===== src/rtl/toggle_handshake_tx.sv =====
// toggle_handshake_tx: launch side of a toggle-handshake word crossing.
// Optional macro TOGGLE_HANDSHAKE_TX_TEST_BYPASS_EN adds test_mode ack bypass.
module toggle_handshake_tx #(
  parameter int DATA_W     = 32,
  parameter int SYNC_DEPTH = 3
) (
  input  logic              clock,
  input  logic              reset,
`ifdef TOGGLE_HANDSHAKE_TX_TEST_BYPASS_EN
  input  logic              test_mode,
`endif
  input  logic              in_valid,
  output logic              in_ready,
  input  logic [DATA_W-1:0] in_data,
  output logic [DATA_W-1:0] xing_data,
  output logic              xing_req,
  input  logic              xing_ack,
  output logic              done,
  output logic              protocol_err
);

  typedef enum logic [1:0] {
    IDLE     = 2'd0,
    LAUNCH   = 2'd1,
    WAIT_ACK = 2'd2
  } state_t;

  state_t r_state;
  state_t w_state_nxt;

  logic [SYNC_DEPTH-1:0] r_sync;
  logic                  w_ack_s;

  logic              r_ready;
  logic              r_req;
  logic              r_done;
  logic              r_err;
  logic [DATA_W-1:0] r_data;

  logic              w_ready_nxt;
  logic              w_req_nxt;
  logic              w_done_nxt;
  logic              w_err_nxt;
  logic [DATA_W-1:0] w_data_nxt;

  logic              w_hs;

  // Resynchronise the far-side acknowledge toggle into this domain
  always_ff @(posedge clock) begin
    if (reset) begin
      r_sync <= '0;
    end else begin
      r_sync <= {r_sync[SYNC_DEPTH-2:0], xing_ack};
    end
  end

`ifdef TOGGLE_HANDSHAKE_TX_TEST_BYPASS_EN
  assign w_ack_s = test_mode ? xing_ack
                             : r_sync[SYNC_DEPTH-1];
`else
  assign w_ack_s = r_sync[SYNC_DEPTH-1];
`endif

  assign w_hs = in_valid & r_ready;

  // Next-state and registered-output logic for the transfer FSM
  always_comb begin
    w_state_nxt = r_state;
    w_ready_nxt = r_ready;
    w_req_nxt   = r_req;
    w_data_nxt  = r_data;
    w_done_nxt  = 1'b0;
    w_err_nxt   = r_err;
    unique case (r_state)
      IDLE: begin
        if (w_ack_s != r_req) begin
          w_err_nxt = 1'b1;
        end
        if (w_hs) begin
          w_data_nxt  = in_data;
          w_ready_nxt = 1'b0;
          w_state_nxt = LAUNCH;
        end
      end
      LAUNCH: begin
        if (w_ack_s != r_req) begin
          w_err_nxt = 1'b1;
        end
        w_req_nxt   = ~r_req;
        w_state_nxt = WAIT_ACK;
      end
      WAIT_ACK: begin
        if (w_ack_s == r_req) begin
          w_state_nxt = IDLE;
          w_ready_nxt = 1'b1;
          w_done_nxt  = 1'b1;
        end
      end
      default: begin
        w_state_nxt = IDLE;
        w_ready_nxt = 1'b1;
      end
    endcase
  end

  // State and output registers; reset abandons any word in flight
  always_ff @(posedge clock) begin
    if (reset) begin
      r_state <= IDLE;
      r_ready <= 1'b1;
      r_req   <= 1'b0;
      r_data  <= '0;
      r_done  <= 1'b0;
      r_err   <= 1'b0;
    end else begin
      r_state <= w_state_nxt;
      r_ready <= w_ready_nxt;
      r_req   <= w_req_nxt;
      r_data  <= w_data_nxt;
      r_done  <= w_done_nxt;
      r_err   <= w_err_nxt;
    end
  end

  assign in_ready     = r_ready;
  assign xing_req     = r_req;
  assign xing_data    = r_data;
  assign done         = r_done;
  assign protocol_err = r_err;

endmodule


===== config.mk =====
export PLATFORM = sky130hd
export DESIGN_NAME = toggle_handshake_tx
export DESIGN_NICKNAME = d
export VERILOG_FILES = /design/src/rtl/toggle_handshake_tx.sv
export SDC_FILE = /design/constraint.sdc
export NUM_CORES = 1
export LEC_CHECK = 0
export ABC_CLOCK_PERIOD_IN_PS = 1300
export CAP_MARGIN = 20
export CORE_MARGIN = 3
export CORE_UTILIZATION = 35
export DETAILED_ROUTE_END_ITERATION = 7
export GPL_TIMING_DRIVEN = 0
export PLACE_DENSITY = 0.78
export SLEW_MARGIN = 5
export SYNTH_ARGS = -nofsm -noshare
export SYNTH_HDL_FRONTEND = slang
export SYNTH_SLANG_ARGS = --single-unit

===== constraint.sdc =====
create_clock -name clock -period 1.3 [get_ports clock]
set_input_delay 0.325 -clock clock [delete_from_list [all_inputs] [get_ports clock]]
set_output_delay 0.325 -clock clock [all_outputs]
set_load 0.01 [all_outputs]

# Yosys cells after proc, flatten, opt, wreduce, memory -nomap -nowiden
# Cells that the tools add are included.
[classes] n_bitwise=4 n_eq_ne=6 mux=7 reduce_logical=7
[ops] operator="$pmux W2 S3" n=1
[ops] operator="$reduce_and A2 Y1" n=3
[ops] operator="$mux W2" n=2
[ops] operator="$ne A2 B2 Y1 const B" n=2
[ops] operator="$reduce_or A2 Y1" n=2
[ops] operator="$mux W1" n=3
[ops] operator="$not A1 Y1" n=3
[ops] operator="$pmux W1 S3" n=1
[ops] operator="$reduce_and A3 Y1" n=1
[ops] operator="$eq A2 B1 Y1 const B" n=1
[ops] operator="$eq A2 B2 Y1 const B" n=1
[ops] operator="$logic_not A2 Y1" n=1
[ops] operator="$and A1 B1 Y1" n=1
[ops] operator="$eq A1 B1 Y1" n=1
[ops] operator="$ne A1 B1 Y1" n=1
[totals] ff_bits=41 inputBits=36 output_inout_bits=36

# Depth between registers and ports, before layout
# Gate-level depths: netlist of the first run.
[logic_depth] word_depth=3 ltp_mapped=5

# Worst setup path before layout of the first run
# No wires, ideal clock.
[synth_path] path_kind="flip-flop to flip-flop" startpoint="register r_ready (netlist: in_ready)" endpoint="register r_data[1] (netlist: xing_data[1])" slack_ps=162 arrival_ps=1068 path_stages_with_launch=6 period_less_slack_ps=1138 setup_time_ps=69 path_buffers=2 cell_sequence="dfxtp_1 nor4bb_1 buf_4 buf_8 nand2_1 a21oi_2"
[synth_via] elab_chain_cells=2
[synth_lines] element="start, declared" line="34" source="logic r_ready;"
[synth_lines] element="start signal, assigned" line="117" source="r_ready <= w_ready_nxt;"
[synth_lines] element="$and A1 B1 Y1" line="64" source="assign w_hs = in_valid & r_ready;"
[synth_lines] element="$reduce_and A2 Y1 (no source line)"
[synth_lines] element="end signal, assigned" line="119" source="r_data <= w_data_nxt;"
[synth_lines] element="end, declared" line="38" source="logic [DATA_W-1:0] r_data;"
# No other way between the ends.
# A chain may end at the register's enable or synchronous reset.

# Worst setup path after layout of the first run
[layout_path] startpoint="register r_state[1]" endpoint="register r_data[23] (netlist: xing_data[23])"
[layout_via] elab_chain_cells=2
[layout_lines] element="start, declared" line="28" source="state_t r_state;"
[layout_lines] element="start signal, assigned" line="116" source="r_state <= w_state_nxt;"
[layout_lines] element="$logic_not A2 Y1" line="74" source="unique case (r_state)"
[layout_lines] element="$reduce_and A2 Y1 (no source line)"
# No other way between the ends.

==> results.toml, run 1 <==
[outcome]
status = "finished with violations"
violations = "negative setup slack"

[die]
die_y_um = 70.8
dieWidth_um = 70.8
dieArea_um2 = 5020
io_pins = 72
core-area_um2 = 3850
num_rows = 22
start_util_pct = 38.2

[clocking]
cts_hold_buf = 0
cts_sinks = 41
cts-root-buf = "clkbuf_8"
clk_pin_slew_ns = 0.07
cts_tree = "yes"
clock_latency_ns = 0.29
numCtsBuffers = 5
clockBufferDepth = 2
htreeDepth = 2

[synth]
yosysTopAreaCell = "dfxtp_1"
yosysTopAreaCellShare_pct = 55.8
yosys_register_bits = 41
synth_nets = 207
syn_area_um2 = 1470
ys_warn_count = 0
avgSynthCellArea_um2 = 8.60
synthDistinctLibCells = 20
synthTopCellsByArea = "dfxtp_1, nand2_1, a21oi_1"
ys_seq_area_share_pct = 55.8
syn_inst = 171

[route]
drc = 0
ant_nets = 0
vias = 1389
via_per_inst = 4.60
routed_wirelength_mm = 3.75
dr.pass1.iters = 4
drtIter0Drc = 65
wl_per_cell_um = 12.4

[setup_path]
cpMaxStageDelayCell = "dfxtp_4"
start_kind = "flip-flop"
r2r_start = "r_state[1]$_SDFFE_PP0P_"
startpoint = "r_state[1]$_SDFFE_PP0P_"
cp_cell_sequence = "nor4bb_2 -> buf_4 -> buf_12 -> buf_8 -> nand2_1 -> a21oi_2"
worstSetupPathType = "flip-flop to flip-flop"
cp.required_ns = 1.52
critical-path-max-stage-delay_ns = 0.36
path_max_fanout = 10
endpoint_kind = "flip-flop"
arrival_ns = 1.54

[pwr]
power_frac_clock_pct = 28.2
p_total_mw = 2.91
p_switching_mw = 0.762
powerDensity_nw_per_um2 = 1200
internal_power_mw = 2.15
p_leak_nw = 1.06
vdd_drop_max_uv = 648
pwr-share-comb_pct = 23.6
seqPwrFrac_pct = 48.2
sw_frac_of_total_pct = 26.2

[timing]
setup_viol = 14
worst_slew_margin_rel_pct = 55.4
final_hold_viol_count = 0
finClkSkew_ns = 0.00324
fin_ws_ns = -0.0229
holdWs_ns = 0.441
tightest_slew_ns = 0.669
finalSetupTns_ns = -0.179
clock.fmax_ghz = 0.756
final-max-slew-violation-count = 0
grt_setup_unrepaired = "true"
post-route-min-period_ns = 1.32
finalCritPeriodShare_pct = 102

[flow_run]
cap_violations = 0

[finish]
antennaDiodeCount = 0
fill_cells = 354
drive_gt1_share_pct = 16.9
finish.utilization_pct = 63.0
synthToLayoutAreaGrowth_pct = 65.0
nets = 290
final_cell_mix = "nand2_1, dfxtp_1, dlygate4sd2_1, clkdlybuf4s50_1, a21oi_1"
final_common_cell = "nand2_1"

[placed_design]
routabilityCongestion = 0.706
io_buffer_count = 70
pre_cts_slack_ns = -0.400
detailed_place_hpwl_mm = 2.53

[global_routing]
grt_pass1_wl_mm = 5.89
grt_max_degree = 12
grt_pass1_vias = 1335
grt_overflow = 0
antenna_found_initial = 0
grt.total_usage_pct = 14.6

[worst_hold_path]
hp-class = "flip-flop to flip-flop"
min_from = "r_sync[0]$_SDFF_PP0_"
-- synth_stat cells --
cell type   n
clkbuf_1    5
nor3_1      2
buf_8       3
nor4_1      1
nor2_1      4
dfxtp_1    41
a211oi_1    1
nor4bb_1    1
nor4b_1     1
and2b_1     1
buf_2       4
inv_1       1
xor2_1      1
a21oi_2     7
buf_4       1
nand2_1    64
nand4bb_1   1
xnor2_1     1
nor2b_1     4
a21oi_1    27
-- final timing paths --
kind	cells after the start	slack, ns	to
max reg2reg	6	-0.02	xing_data[23]$_SDFFE_PP0P_
max	6	-0.02	xing_data[23]$_SDFFE_PP0P_
min reg2reg	1	0.44	r_sync[1]$_SDFF_PP0_
min	1	0.44	r_sync[1]$_SDFF_PP0_
-- registers in the layout, summed over array words and instances (netlist names) --
signal        count
xing_data        32
done              1
protocol_err      1
r_state           2
xing_req          1
r_sync            3
in_ready          1
-- through the flow --
step	instances	instance area, µm²
after detailed placement	289	2230
after global placement	289	2230
after floorplan	171	1470
after global routing	302	2430
after CTS	300	2350
final	302	2430
-- cells by family after synthesis --
logic type / count (synthesis) / synth area share, %
buffers and inverters: 14 / 6.46
AO/OA/AOI/OAI: 35 / 13.9
XOR/XNOR: 2 / 1.19
AND/OR/NAND/NOR: 79 / 22.7
flip-flops: 41 / 55.8
-- metal layers --
metal | up-vias | wire, µm | track usage (%)
met2 | 49 | 1690 | 23.5
met3 | 4 | 342 | 6.82
met5 | - | 0 | 0
met1 | 624 | 1690 | 17.5
met4 | 0 | 32 | 4.38
li1 | 712 | - | -
-- power groups by stage --
stage               registers (mW)  logic (mW)  clock network [mW]
finish                        1.40       0.687               0.822
global route                  1.42       0.745               0.906
CTS                           1.40       0.644               0.857
detailed placement            1.44       0.638                   0
global placement              1.43       0.634                   0
floorplan                     1.48       0.260                   0
-- layout make-up --
class | count | area [µm²] | area share [%]
inverters | 1 | 3.75 | 0.155
multi-input cells | 116 | 606 | 24.9
plain buffers | 13 | 96.3 | 3.97
repair buffers | 76 | 744 | 30.7
flip-flops and latches | 41 | 831 | 34.2
clock buffers | 7 | 86.3 | 3.56
well taps | 48 | 60.1 | 2.47
-- repair_timing --
item | CTS | global route
setup buffers | 3 | 2
gates resized for setup | 42 | 19
gates cloned | 1 | 0
pin swaps | 1 | 6
setup endpoints to repair | 66 | 29
-- worst max-delay path, delay by kind of cell, from the launching register on --
| family | cells | cell delay [ns] |
|---|---|---|
| DFF | 1 | 0.36 |
| buffers and inverters | 3 | 0.44 |
| and+or+nand+nor | 2 | 0.35 |
| AOI/OAI and AO/OA | 1 | 0.10 |
Power figures use the tool's default switching activity.
==> inputs of run 2 (changes only) <==
Settings changed: CORE_UTILIZATION 35 to 39, GPL_ROUTABILITY_DRIVEN from default to 0, PLACE_DENSITY 0.78 to 0.85, SETUP_SLACK_MARGIN from default to 0.02.
==> results.toml, run 2 (synthesis gave the netlist of run 1 again) <==
[outcome]
status = "finished with violations"
violations = "negative setup slack"

[clocking]
htreeDepth = 2
clockBufferDepth = 2
clk_pin_slew_ns = 0.08
clock_latency_ns = 0.29
numCtsBuffers = 5
cts-root-buf = "clkbuf_8"
cts_tree = "yes"
cts_sinks = 41

[finish]
final_common_cell = "nand2_1"
antennaDiodeCount = 0
nets = 292
final_cell_mix = "nand2_1, dfxtp_1, dlygate4sd2_1, clkdlybuf4s50_1, a21oi_1"
largest_register_ffs = 32
fill_cells = 299
final_area_um2 = 2490
synthToLayoutAreaGrowth_pct = 69.2
drive_gt1_share_pct = 20.2
finish.utilization_pct = 71.2
layout.cells.non_filler = 303

[timing]
fin_ws_ns = -0.00826
setup_viol = 3
finClkSkew_ns = 0.00634
grt_setup_unrepaired = "true"
worst_slew_margin_rel_pct = 59.6
final_hold_viol_count = 0
finalCritPeriodShare_pct = 101
tightest_slew_ns = 0.606
post-route-min-period_ns = 1.31
clock.fmax_ghz = 0.764
holdWs_ns = 0.442
final-max-slew-violation-count = 0

[die]
die_y_um = 67.4
core-area_um2 = 3490
start_util_pct = 42.1
num_rows = 21
dieArea_um2 = 4550
io_pins = 72
dieWidth_um = 67.4

[pwr]
seqPwrFrac_pct = 46.6
p_leak_nw = 1.09
pwr-share-comb_pct = 23.6
sw_frac_of_total_pct = 26.1
powerDensity_nw_per_um2 = 1210
p_switching_mw = 0.787
internal_power_mw = 2.22
vdd_drop_max_uv = 766
power_frac_clock_pct = 29.7

[placed_design]
placed_area_um2 = 2230
dp.cells = 287
detailed_place_hpwl_mm = 2.49
io_buffer_count = 70

[worst_hold_path]
hp-class = "flip-flop to flip-flop"

[route]
routed_wirelength_mm = 3.79
drc = 0
drtIter0Drc = 63
dr.pass1.iters = 4
vias = 1431
wl_per_cell_um = 12.5
via_per_inst = 4.72
ant_nets = 0

[setup_path]
path_max_fanout = 5
start_kind = "flip-flop"
arrival_ns = 1.53
worstSetupPathType = "flip-flop to flip-flop"
cp.required_ns = 1.52
endpoint_kind = "flip-flop"

[global_routing]
grt_pass1_wl_mm = 5.59
grt_overflow = 0
antenna_found_initial = 0
grt.total_usage_pct = 16.5
grt_max_degree = 13
grt_pass1_vias = 1313

[flow_run]
cap_violations = 0
[run 2: final timing paths]
| path | startpoint | end | cells after the start | slack (ns) |
|---|---|---|---|---|
| min reg2reg | r_sync[0]$_SDFF_PP0_ | r_sync[1]$_SDFF_PP0_ | 1 | 0.44 |
| min | r_sync[0]$_SDFF_PP0_ | r_sync[1]$_SDFF_PP0_ | 1 | 0.44 |
| max | r_state[1]$_SDFFE_PP0P_ | xing_data[24]$_SDFFE_PP0P_ | 6 | -0.008 |
| max reg2reg | r_state[1]$_SDFFE_PP0P_ | xing_data[24]$_SDFFE_PP0P_ | 6 | -0.008 |
[run 2: critical path, stage by stage, from the launching register on]
cell	delay (ns)
dfxtp_4	0.36
nor4bb_2	0.27
buf_4	0.20
buf_12	0.12
buf_8	0.11
nand2_1	0.06
a21oi_1	0.12
[run 2: metrics by stage]
stage	power [mW]	setup TNS [ns]	setup WS, ns
floorplan	1.74	0	0.162
global placement	2.06	-11.94	-0.395
detailed placement	2.07	-12.07	-0.404
CTS	2.97	0	0.00262
global route	3.15	-1.30	-0.0854
finish	3.01	-0.0150	-0.00826
[run 2: per-layer routing]
metal	up-vias	GRT usage, %	share of wire [%]
li1	719	-	-
met1	653	18.8	41
met2	51	26.9	49
met3	8	5.32	7.8
met4	0	9.62	2.0
met5	-	0	0
[run 2: layout make-up]
cell class / count / area, µm² / share of cell area (%)
buffer: 13 / 93.8 / 3.77
clock buffer: 7 / 96.3 / 3.87
clock inverter: 1 / 5.00 / 0.201
inverter: 1 / 3.75 / 0.151
multi-input combinational: 116 / 632 / 25.4
sequential: 41 / 831 / 33.4
tap: 46 / 57.6 / 2.31
timing repair buffer: 78 / 771 / 31.0
[run 2: power by group through the flow]
| stage | combinational (mW) | clock, mW | sequential [mW] |
|---|---|---|---|
| after detailed placement | 0.635 | 0 | 1.44 |
| after floorplan | 0.260 | 0 | 1.48 |
| final | 0.712 | 0.896 | 1.40 |
| after global routing | 0.778 | 0.964 | 1.41 |
| after CTS | 0.644 | 0.923 | 1.40 |
| after global placement | 0.628 | 0 | 1.43 |
[run 2: repair_timing]
action	4_1_cts	5_1_grt
hold buffers	0	0
setup endpoints to repair	66	28
buffers inserted	4	2
pin swaps	1	9
gates resized for setup	42	27
cloned	1	1
